## src/rtl/game_input_conditioner.sv

```systemverilog
// game_input_conditioner: sync + debounce key/switches into clean levels and edge pulses; GAME_INPUT_AUTOREPEAT_EN adds key auto-repeat
module game_input_conditioner #(
  parameter int N_SW = 2,
  parameter int CNT_WIDTH = 16,
  parameter logic [CNT_WIDTH-1:0] DEBOUNCE_LIMIT = 16'd50000,
  parameter bit KEY_ACTIVE_LOW = 1'b1,
  parameter int REPEAT_WIDTH = 24,
  parameter logic [REPEAT_WIDTH-1:0] REPEAT_DELAY = 24'd12000000,
  parameter logic [REPEAT_WIDTH-1:0] REPEAT_PERIOD = 24'd3000000
) (
  input  logic            clk,
  input  logic            reset,
  input  logic            key_raw,
  input  logic [N_SW-1:0] sw_raw,
  output logic            key,
  output logic            key_press,
  output logic            key_release,
  output logic [N_SW-1:0] sw,
  output logic            sw_changed
);
  localparam int N = N_SW + 1;
  localparam logic [CNT_WIDTH-1:0] LIM_M1 = DEBOUNCE_LIMIT - 1'b1;
  logic [N-1:0] raw, s1_q, s2_q, st_q, st_d;
  logic [CNT_WIDTH-1:0] c_q [N];
  logic [CNT_WIDTH-1:0] c_d [N];
  logic press_d, release_d, sw_chg_d;
  logic key_press_q, key_release_q, sw_changed_q;
  assign raw = {sw_raw, key_raw ^ KEY_ACTIVE_LOW};
  // two-flop synchronizer; bit 0 is the key normalised to active-high
  always_ff @(posedge clk) begin
    if (reset) begin
      s1_q <= '0;
      s2_q <= '0;
    end else begin
      s1_q <= raw;
      s2_q <= s1_q;
    end
  end
  // per-input debounce: accept after LIMIT consecutive differing cycles, any match clears the count
  always_comb begin
    for (int i = 0; i < N; i++) begin
      st_d[i] = (s2_q[i] != st_q[i] && c_q[i] == LIM_M1) ? s2_q[i] : st_q[i];
      c_d[i] = (s2_q[i] == st_q[i] || c_q[i] == LIM_M1) ? '0 : c_q[i] + 1'b1;
    end
  end
  assign press_d = st_d[0] & ~st_q[0];
  assign release_d = ~st_d[0] & st_q[0];
  assign sw_chg_d = |(st_d[N-1:1] ^ st_q[N-1:1]);
  // accepted levels, counters and the release/switch pulses, all updated on the accepting edge
  always_ff @(posedge clk) begin
    if (reset) begin
      st_q <= '0;
      c_q <= '{default: '0};
      key_release_q <= 1'b0;
      sw_changed_q <= 1'b0;
    end else begin
      st_q <= st_d;
      c_q <= c_d;
      key_release_q <= release_d;
      sw_changed_q <= sw_chg_d;
    end
  end
`ifdef GAME_INPUT_AUTOREPEAT_EN
  typedef enum logic [1:0] {IDLE, DELAY, REPEAT} rep_t;
  localparam logic [REPEAT_WIDTH-1:0] RD_M1 = REPEAT_DELAY - 1'b1;
  localparam logic [REPEAT_WIDTH-1:0] RP_M1 = REPEAT_PERIOD - 1'b1;
  rep_t state_q;
  logic [REPEAT_WIDTH-1:0] r_q;
  logic rep_hit;
  assign rep_hit = (state_q == DELAY && r_q == RD_M1) || (state_q == REPEAT && r_q == RP_M1);
  // auto-repeat FSM: a release always wins and suppresses a coincident repeat
  always_ff @(posedge clk) begin
    if (reset) begin
      state_q <= IDLE;
      r_q <= '0;
      key_press_q <= 1'b0;
    end else begin
      key_press_q <= press_d | (rep_hit & ~release_d);
      if (release_d) begin
        state_q <= IDLE;
      end else if (press_d) begin
        state_q <= DELAY;
        r_q <= '0;
      end else if (state_q != IDLE) begin
        r_q <= rep_hit ? '0 : r_q + 1'b1;
        state_q <= rep_hit ? REPEAT : state_q;
      end
    end
  end
`else
  logic unused_rep;
  assign unused_rep = ^{REPEAT_DELAY, REPEAT_PERIOD};
  // single press pulse per accepted press
  always_ff @(posedge clk) begin
    if (reset) key_press_q <= 1'b0;
    else key_press_q <= press_d;
  end
`endif
  assign key = st_q[0];
  assign sw = st_q[N-1:1];
  assign key_press = key_press_q;
  assign key_release = key_release_q;
  assign sw_changed = sw_changed_q;
endmodule

```

## config.mk

```make
export PLATFORM = sky130hd
export DESIGN_NAME = game_input_conditioner
export DESIGN_NICKNAME = d
export VERILOG_FILES = /design/src/rtl/game_input_conditioner.sv
export SDC_FILE = /design/constraint.sdc
export NUM_CORES = 1
export LEC_CHECK = 0
export CORE_MARGIN = 2
export CORE_UTILIZATION = 55
export CTS_BUF_LIST = sky130_fd_sc_hd__clkbuf_16
export DETAILED_ROUTE_END_ITERATION = 8
export PLACE_DENSITY = 0.72
export REMOVE_ABC_BUFFERS = 1
export SETUP_SLACK_MARGIN = 0.05
export SYNTH_ARGS = -nofsm -noshare
export SYNTH_HDL_FRONTEND = slang
export SYNTH_SLANG_ARGS = --single-unit
```

## constraint.sdc

```tcl
create_clock -name clk -period 2 [get_ports clk]
set_clock_uncertainty 0.15 [all_clocks]
set_input_delay 0.4 -clock clk [delete_from_list [all_inputs] [get_ports clk]]
set_output_delay 0.4 -clock clk [all_outputs]
set_load 0.01 [all_outputs]
```

# Word-level counts from Yosys, hierarchy flattened
# Cells that the tools add are included.
classes:
  addsub: 3
  n_eq_ne: 9
  n_mux: 3
  bitwise: 6
  reduce_logical: 10
op_table:
  columns: ["op", "n"]
  rows:
  - ["adder 16 x 1 -> 16 bit (second input constant)", 3]
  - ["== test 16 bit (second input constant)", 3]
  - ["OR reduction 2 bit", 4]
  - ["== test 1 bit", 3]
  - ["logical AND 1 bit", 3]
  - ["logical OR 1 bit", 3]
  - ["two-way mux 1 bit", 3]
  - ["inequality test 1 bit", 3]
  - ["inverter 1 bit", 3]
  - ["AND 1 bit", 2]
  - ["bitwise XOR 2 bit", 1]
totals:
  ff_bits: 60
  input_bits: 5
  output_inout_bits: 6
  word_cells: 40

# Depth between registers and ports, before layout
# Gate-level depths: netlist (run 1).
depth:
  ltp_word: 5
  ltp_mapped: 6
  mapped_depth_nobuf: 5

# Least setup slack after synthesis (run 1)
# Ideal clock, no wire load.
synth_timing:
  path_type: "flip-flop to flip-flop"
  from: "register c_q[43] in the netlist's numbering"
  to: "register c_q[45] in the netlist's numbering"
  setup_ps: 115
  arrival_ps: 1553
  required_time_ps: 1735
  path_slack_ps: 183
  stages_incl_launch_ff: 6
  n_path_buf: 1
  synth_period_minus_slack_ps: 1817
  cell_sequence: "dfxtp_1 > or4b_4 > nor4_4 > a211o_4 > buf_8 > nor2_1"
synth_between:
  elab_chain_cells: 3
  elab_cells_between_ends: 4
  cone_classes: "1 x add/sub; 1 x eq/ne; 2 x reduce/logical"
synth_lines:
  columns: ["item", "line_no", "rtl"]
  rows:
  - ["start: declaration", "24", "logic [CNT_WIDTH-1:0] c_q [N];"]
  - ["start signal: assignment", "53", "c_q <= '{default: '0};"]
  - ["start signal: assignment", "58", "c_q <= c_d;"]
  - ["branches (longest 3 deep; another with adder 16 x 1 -> 16 bit)", null, null]
# Parallel ways; which one is timed is not known.
# A chain may end at the register's enable or synchronous reset.

# Final worst setup path (run 1)
layout_timing:
  from: "register c_q[43] in the netlist's numbering"
  to: "register c_q[39] in the netlist's numbering"
layout_between:
  elab_chain_cells: 3
layout_lines:
  columns: ["item", "line_no", "rtl"]
  rows:
  - ["== test 16 bit", "43", "c_d[i] = (s2_q[i] == st_q[i] || c_q[i] == LIM_M1) ? '0 : c_q[i] + 1'b1;"]
  - ["logical OR 1 bit", "43", null]
  - ["OR reduction 2 bit (no line)", null, null]
# No other way between the ends.

==> metrics, run 1 <==
CTS tree=done; largest net degree at the start of global routing=17; # diodes=0; Longest Clk Path Bufs=2; fin crit period=around 1.9 ns; initial drt markers=85; drt wl/cell=~12 µm; Least-Margin Pin Slew=roughly 0.35 ns; core area=~0.0044 mm²; status=finished, final reports clean; Setup Slack @ Placement=around 0.13 ns; crit-path max FO=16; Final HPWL DP=2870 µm; vias=1855; chip height=71.5 µm; Worst Hold Class=flip-flop to flip-flop; Synth top area share=a little under half; clock latency on the worst-skew pair=0.32 ns; row cnt=24; syn_area_per_cell=~9.1 µm²; Post-Synthesis Cells=~270; Netlist cell types=28; H-tree depth=3; max frequency=between 500 and 600 MHz; Final nets=just over 300; Fin. Hold Viols=0; CTS Sinks=60; global placement routability congestion=between 0.8 and 0.9; Worst EP required=about 2.1 ns; count of hold-fix buffers inserted at cts=0; CTS root buf=clkbuf_16; CP Capture Type=flip-flop; I/O Pins=11; RSZ-0062 raised after global routing=false; die area=between 0.005 and 0.006 mm²; Slew headroom=between 70% and 80%; commonest cells after routing, fill and taps aside=nor2_1, dfxtp_1, xnor2_1; drt total wl=about 4300 µm; Total GRT Usage=about a fifth; ANT nets after route=0; antenna violations before repair=0; detailed-router iteration count before antenna repair=4; VDD IR max=~0.6 mV; Fillers=around 360; Synth area leader=dfxtp_1; Seq cells post-synth=60; synth top area cells=dfxtp_1, xnor2_1, nor2_1, nand3_1, nand4_1; CP arrival=around 1.9 ns; global-route wire length before repair=approximately 7500 µm; register area share after synthesis=roughly 48%; setup violators final=0; clock slew at reported path FFs=around 0.05 ns; GRT Residual Overflow=0; Starting Density=between 50% and 60%; TNS Setup=0 ns; TritonCTS Buffers=9; synthesized area=0.00250 mm²; commonest non-fill, non-tap cell in the layout=nor2_1; Final Cell Area=about 0.0030 mm²; Max-Cap Viols=0; vias per inst=approximately 5.3; Period Utilization, post-route=93.6%; yosys warns=0; power per cell area=between 900 and 1000 mW/mm²; CP Class=flip-flop to flip-flop; share of cells above drive strength 1=under 10%; total power=around 2.7 mW; die width=~71 µm; # DRC=0; Worst setup SP type=flip-flop; vias in the first global route=1701; Pleak=0.931 nW; Post-Place Cells=335; Port Buf Inserts=10; setup ws final=between 0.1 and 0.15 ns; non-filler cells, final=between 300 and 400; Layout area overhead=18.7%; placed inst area=0.00268 mm²; fin. max-slew vios=0
==> per-stage QoR <==
step | util [%] | hold WS, ns
2_1_floorplan | - | 0.264
3_3_place_gp | 61.0 | 0.269
3_5_place_dp | 61.0 | 0.277
4_1_cts | 67.5 | 0.289
5_1_grt | 67.8 | 0.300
6_report | 67.8 | 0.284
==> synthesized netlist by cell type <==
cell      number
and4b_1        1
nor4_1        12
or4b_1         1
buf_8          1
inv_1          9
nand4b_1       2
nor4_4         1
nor4b_1        1
ha_1           3
mux2i_1        3
or4b_4         1
buf_2          1
nand2b_1       5
dfxtp_1       60
xor2_1         8
nor2_1        62
clkbuf_1       5
xnor2_1       36
and4_1         1
nor3_1        11
nand4_1       12
o32ai_1        1
nand3_1       16
and3_1         2
nor2b_1        5
a211o_4        1
nand2_1       10
nor4bb_1       3
==> kinds of logic after synthesis <==
family,after synthesis,share of synthesized area (%)
fa+ha+maj,3,1.50
mux,3,1.20
buf+inv,16,2.90
flops,60,48.0
compound gates,2,1.05
simple gates,146,30.0
xor+xnor,44,15.4
==> metal layers <==
metal | up-vias | part of all wire (%) | GRT usage (%)
li1 | 976 | - | -
met1 | 833 | 49 | 24.2
met2 | 34 | 45 | 29.0
met3 | 12 | 3.7 | 5.63
met4 | 0 | 2.3 | 10.1
met5 | - | 0 | 0
==> path summary, 6_finish.rpt <==
path | cells after the start | startpoint | endpoint | slack (ns)
max | 4 | c_q[43] | c_q[39] | 0.13
max reg2reg | 4 | c_q[43] | c_q[39] | 0.13
min reg2reg | 1 | s1_q[0] | s2_q[0] | 0.28
min | 1 | s1_q[0] | s2_q[0] | 0.28
==> registers in the layout, indices dropped and copies added, names as in the netlist <==
name and cells:
st_q 3, s2_q 3, c_q 48, key_release 1, key_press 1, s1_q 3
sw_changed 1
==> final cells by class <==
| cell class | instances | area, µm² | share of cell area, % |
|---|---|---|---|
| Sequential cell | 60 | 1200 | 40.4 |
| Inverter | 9 | 33.8 | 1.14 |
| Tap cell | 52 | 65.1 | 2.19 |
| Clock inverter | 7 | 60.1 | 2.02 |
| Timing Repair Buffer | 17 | 153 | 5.13 |
| Clock buffer | 9 | 225 | 7.58 |
| Multi-Input combinational cell | 198 | 1230 | 41.5 |
==> critical path, stage by stage (launching register included) <==
cell and delay, ns:
dfxtp_1 0.35, or4b_4 0.56, nor4_4 0.38, a211o_4 0.25, nor2_1 0.08
==> repair_timing <==
item                       in CTS  in global routing
buffers inserted                0                  1
hold endpoints to repair        0                  0
gates resized for setup         0                  1
setup endpoints to repair       0                 16
==> power breakdown <==
part | switching, mW | internal (mW) | leakage (nW)
combinational | 0.0167 | 0.0183 | 0.299
clock | 0.516 | 0.945 | 0.148
sequential | 0.00396 | 1.20 | 0.485
total | 0.536 | 2.17 | 0.931
(Power assumes the default switching activity.)
==> inputs of run 2 (changes only) <==
Settings changed: CTS_CLUSTER_DIAMETER set to 120, PLACE_DENSITY 0.72 to 0.82.
==> run 2 against run 1 <==
  * Cell count decreased by 0.57%
  * Utilization is 1.1 points higher
  * Cell area grew 1.6%
  * Non-clock buffer count is 2 lower
  * Sequential power about the same
  * Clock power up 17%
  * Global-route usage up 1.1 points
  * Clock-buffer cell count unchanged
  * Sequential share of layout area fell by 0.65 points
  * Combinational power is 4% lower
  * Via count grew 2.1%
  * Flip-flop and latch count is the same
==> metrics, run 2 (synthesis results as in run 1) <==
status=finished, final reports clean; CTS Sinks=60 (unchanged); ANT nets after route=0 (unchanged); Layout area overhead=20.7%; Setup Slack @ Placement=0.136 ns (+0.00396 ns); CP Class=flip-flop to flip-flop; reg-to-reg endpoint=c_q[44]; Least-Margin Pin Slew=0.388 ns (+0.0386 ns); antenna violations before repair=0 (unchanged); Worst Path Buf+Inv=0 (unchanged); largest stage delay on the critical path=0.52 ns (-0.04 ns); largest net degree at the start of global routing=17 (unchanged); max reg flops=48 (unchanged); vias in the first global route=1761 (+3.5%); placed inst area=0.00267 mm² (about the same); Reg with most FFs=c_q; power per cell area=977 mW/mm² (+7.4%); Longest Clk Path Bufs=2 (unchanged); Worst EP required=2.06 ns (about the same); Pleak=0.948 nW (+1.8%); count of hold-fix buffers inserted at cts=0 (unchanged); total power=2.95 mW (+9.2%); commonest non-fill, non-tap cell in the layout=nor2_1; RSZ-0062 raised after global routing=false; max frequency=536 MHz (+0.35%); clock latency on the worst-skew pair=0.32 ns (about the same); clock slew at reported path FFs=0.05 ns (about the same); CTS tree=done; setup violators final=0 (unchanged); Final Cell Area=0.00302 mm² (+1.6%); initial drt markers=64 (-25%); fin. max-slew vios=0 (unchanged); CP Capture Type=flip-flop; core area=0.00438 mm² (unchanged); drt wl/cell=13.0 µm (+7.8%); vias per inst=5.41 (+2.7%); Worst Hold Class=flip-flop to flip-flop; r2r setup slk=0.13 ns (about the same); CP top delay family=simple AND/OR/NAND/NOR gates; TNS Setup=0 ns (unchanged); R2R depth=4 (unchanged); Final nets=301 (-0.66%); CP arrival=1.93 ns (about the same); Slew headroom=73.9% (-2.6 points); Worst setup SP type=flip-flop; I/O Pins=11 (unchanged); reg2reg start=c_q[38]; detailed-router iteration count before antenna repair=5 (+1); # diodes=0 (unchanged); Period Utilization, post-route=93.3% (-0.32 points); H-tree depth=3 (unchanged); share of cells above drive strength 1=7.72% (-0.62 points); Port Buf Inserts=10 (unchanged); global-route wire length before repair=7870 µm (+4.8%); drt total wl=4560 µm (+7.2%); Final HPWL DP=2910 µm (+1.3%); CTS root buf=clkbuf_16; commonest cells after routing, fill and taps aside=nor2_1, dfxtp_1, xnor2_1; die width=71.5 µm (unchanged); hold depth=1 (unchanged); TritonCTS Buffers=9 (unchanged); Total GRT Usage=20.0% (+1.1 points); hold path endpoint=s2_q[2]; crit-path max FO=16 (unchanged); Fin. Hold Viols=0 (unchanged); # DRC=0 (unchanged); setup ws final=0.134 ns (+0.00646 ns); row cnt=24 (unchanged); fin crit period=1.87 ns (-0.00646 ns); global placement routability congestion=0.804 (-2.6%); critical-path cell list=or4b_1, nor4_4, a211o_4, nor2_1; Starting Density=57.1% (unchanged); Max-Cap Viols=0 (unchanged); chip height=71.5 µm (unchanged); vias=1894 (+2.1%); GRT Residual Overflow=0 (unchanged); die area=0.00511 mm² (unchanged); Slowest-stage cell, CP=or4b_1; VDD IR max=0.632 mV (+4.8%); HP Start=s1_q[2]
## run 2: cell count changes in the layout (fill, tap and decap cells not counted), sizes merged
cell and delta:
buf -2, bufinv +2, inv -1, clkinvlp -1
## run 2: where the power goes
group / internal (mW) / total, mW / switching, mW
registers: 1.20 / 1.21 / 0.00441
logic: 0.0178 / 0.0337 / 0.0159
clock network: 1.20 / 1.71 / 0.510
total: 2.42 / 2.95 / 0.531
## run 2: area by class of cell
class,count,area (µm²)
fillers,328,1360
clock buffers,9,225
flip-flops and latches,60,1200
repair buffers,15,150
multi-input cells,198,1240
inverters,9,33.8
clock inverters,7,106
well taps,52,65.1
## run 2: through the flow
step	util, %	hold WS (ns)	cells
after CTS	68.5	0.282	349
after global routing	68.9	0.310	350
after detailed placement	61.0	0.276	333
after global placement	61.0	0.272	333
after floorplan	-	0.264	267
final	68.9	0.278	350
## run 2: how the worst max path moves through the flow
| stage | from | to | slack, ns | cells past startpoint |
|---|---|---|---|---|
| 3_3_place_gp | c_q[43] | c_q[42] | 0.16 | 4 |
| 2_1_floorplan | c_q[43] | c_q[34] | 0.25 | 4 |
| 6_report | c_q[38] | c_q[44] | 0.13 | 4 |
| 5_1_grt | c_q[38] | c_q[45] | 0.06 | 4 |
| 3_5_place_dp | c_q[16] | c_q[24] | 0.14 | 6 |
| 4_1_cts | c_q[43] | c_q[44] | 0.11 | 4 |
## run 2: repair_timing
action / CTS / global route
buffers inserted: 0 / 1
setup endpoints to repair: 0 / 29
gates resized for setup: 0 / 2
## run 2: layer usage
layer | GRT usage [%] | part of all wire (%) | vias up
met5 | 0 | 0 | -
met2 | 31.5 | 47 | 38
li1 | - | - | 966
met4 | 7.55 | 1.6 | 0
met3 | 9.99 | 5.4 | 11
met1 | 23.6 | 46 | 879
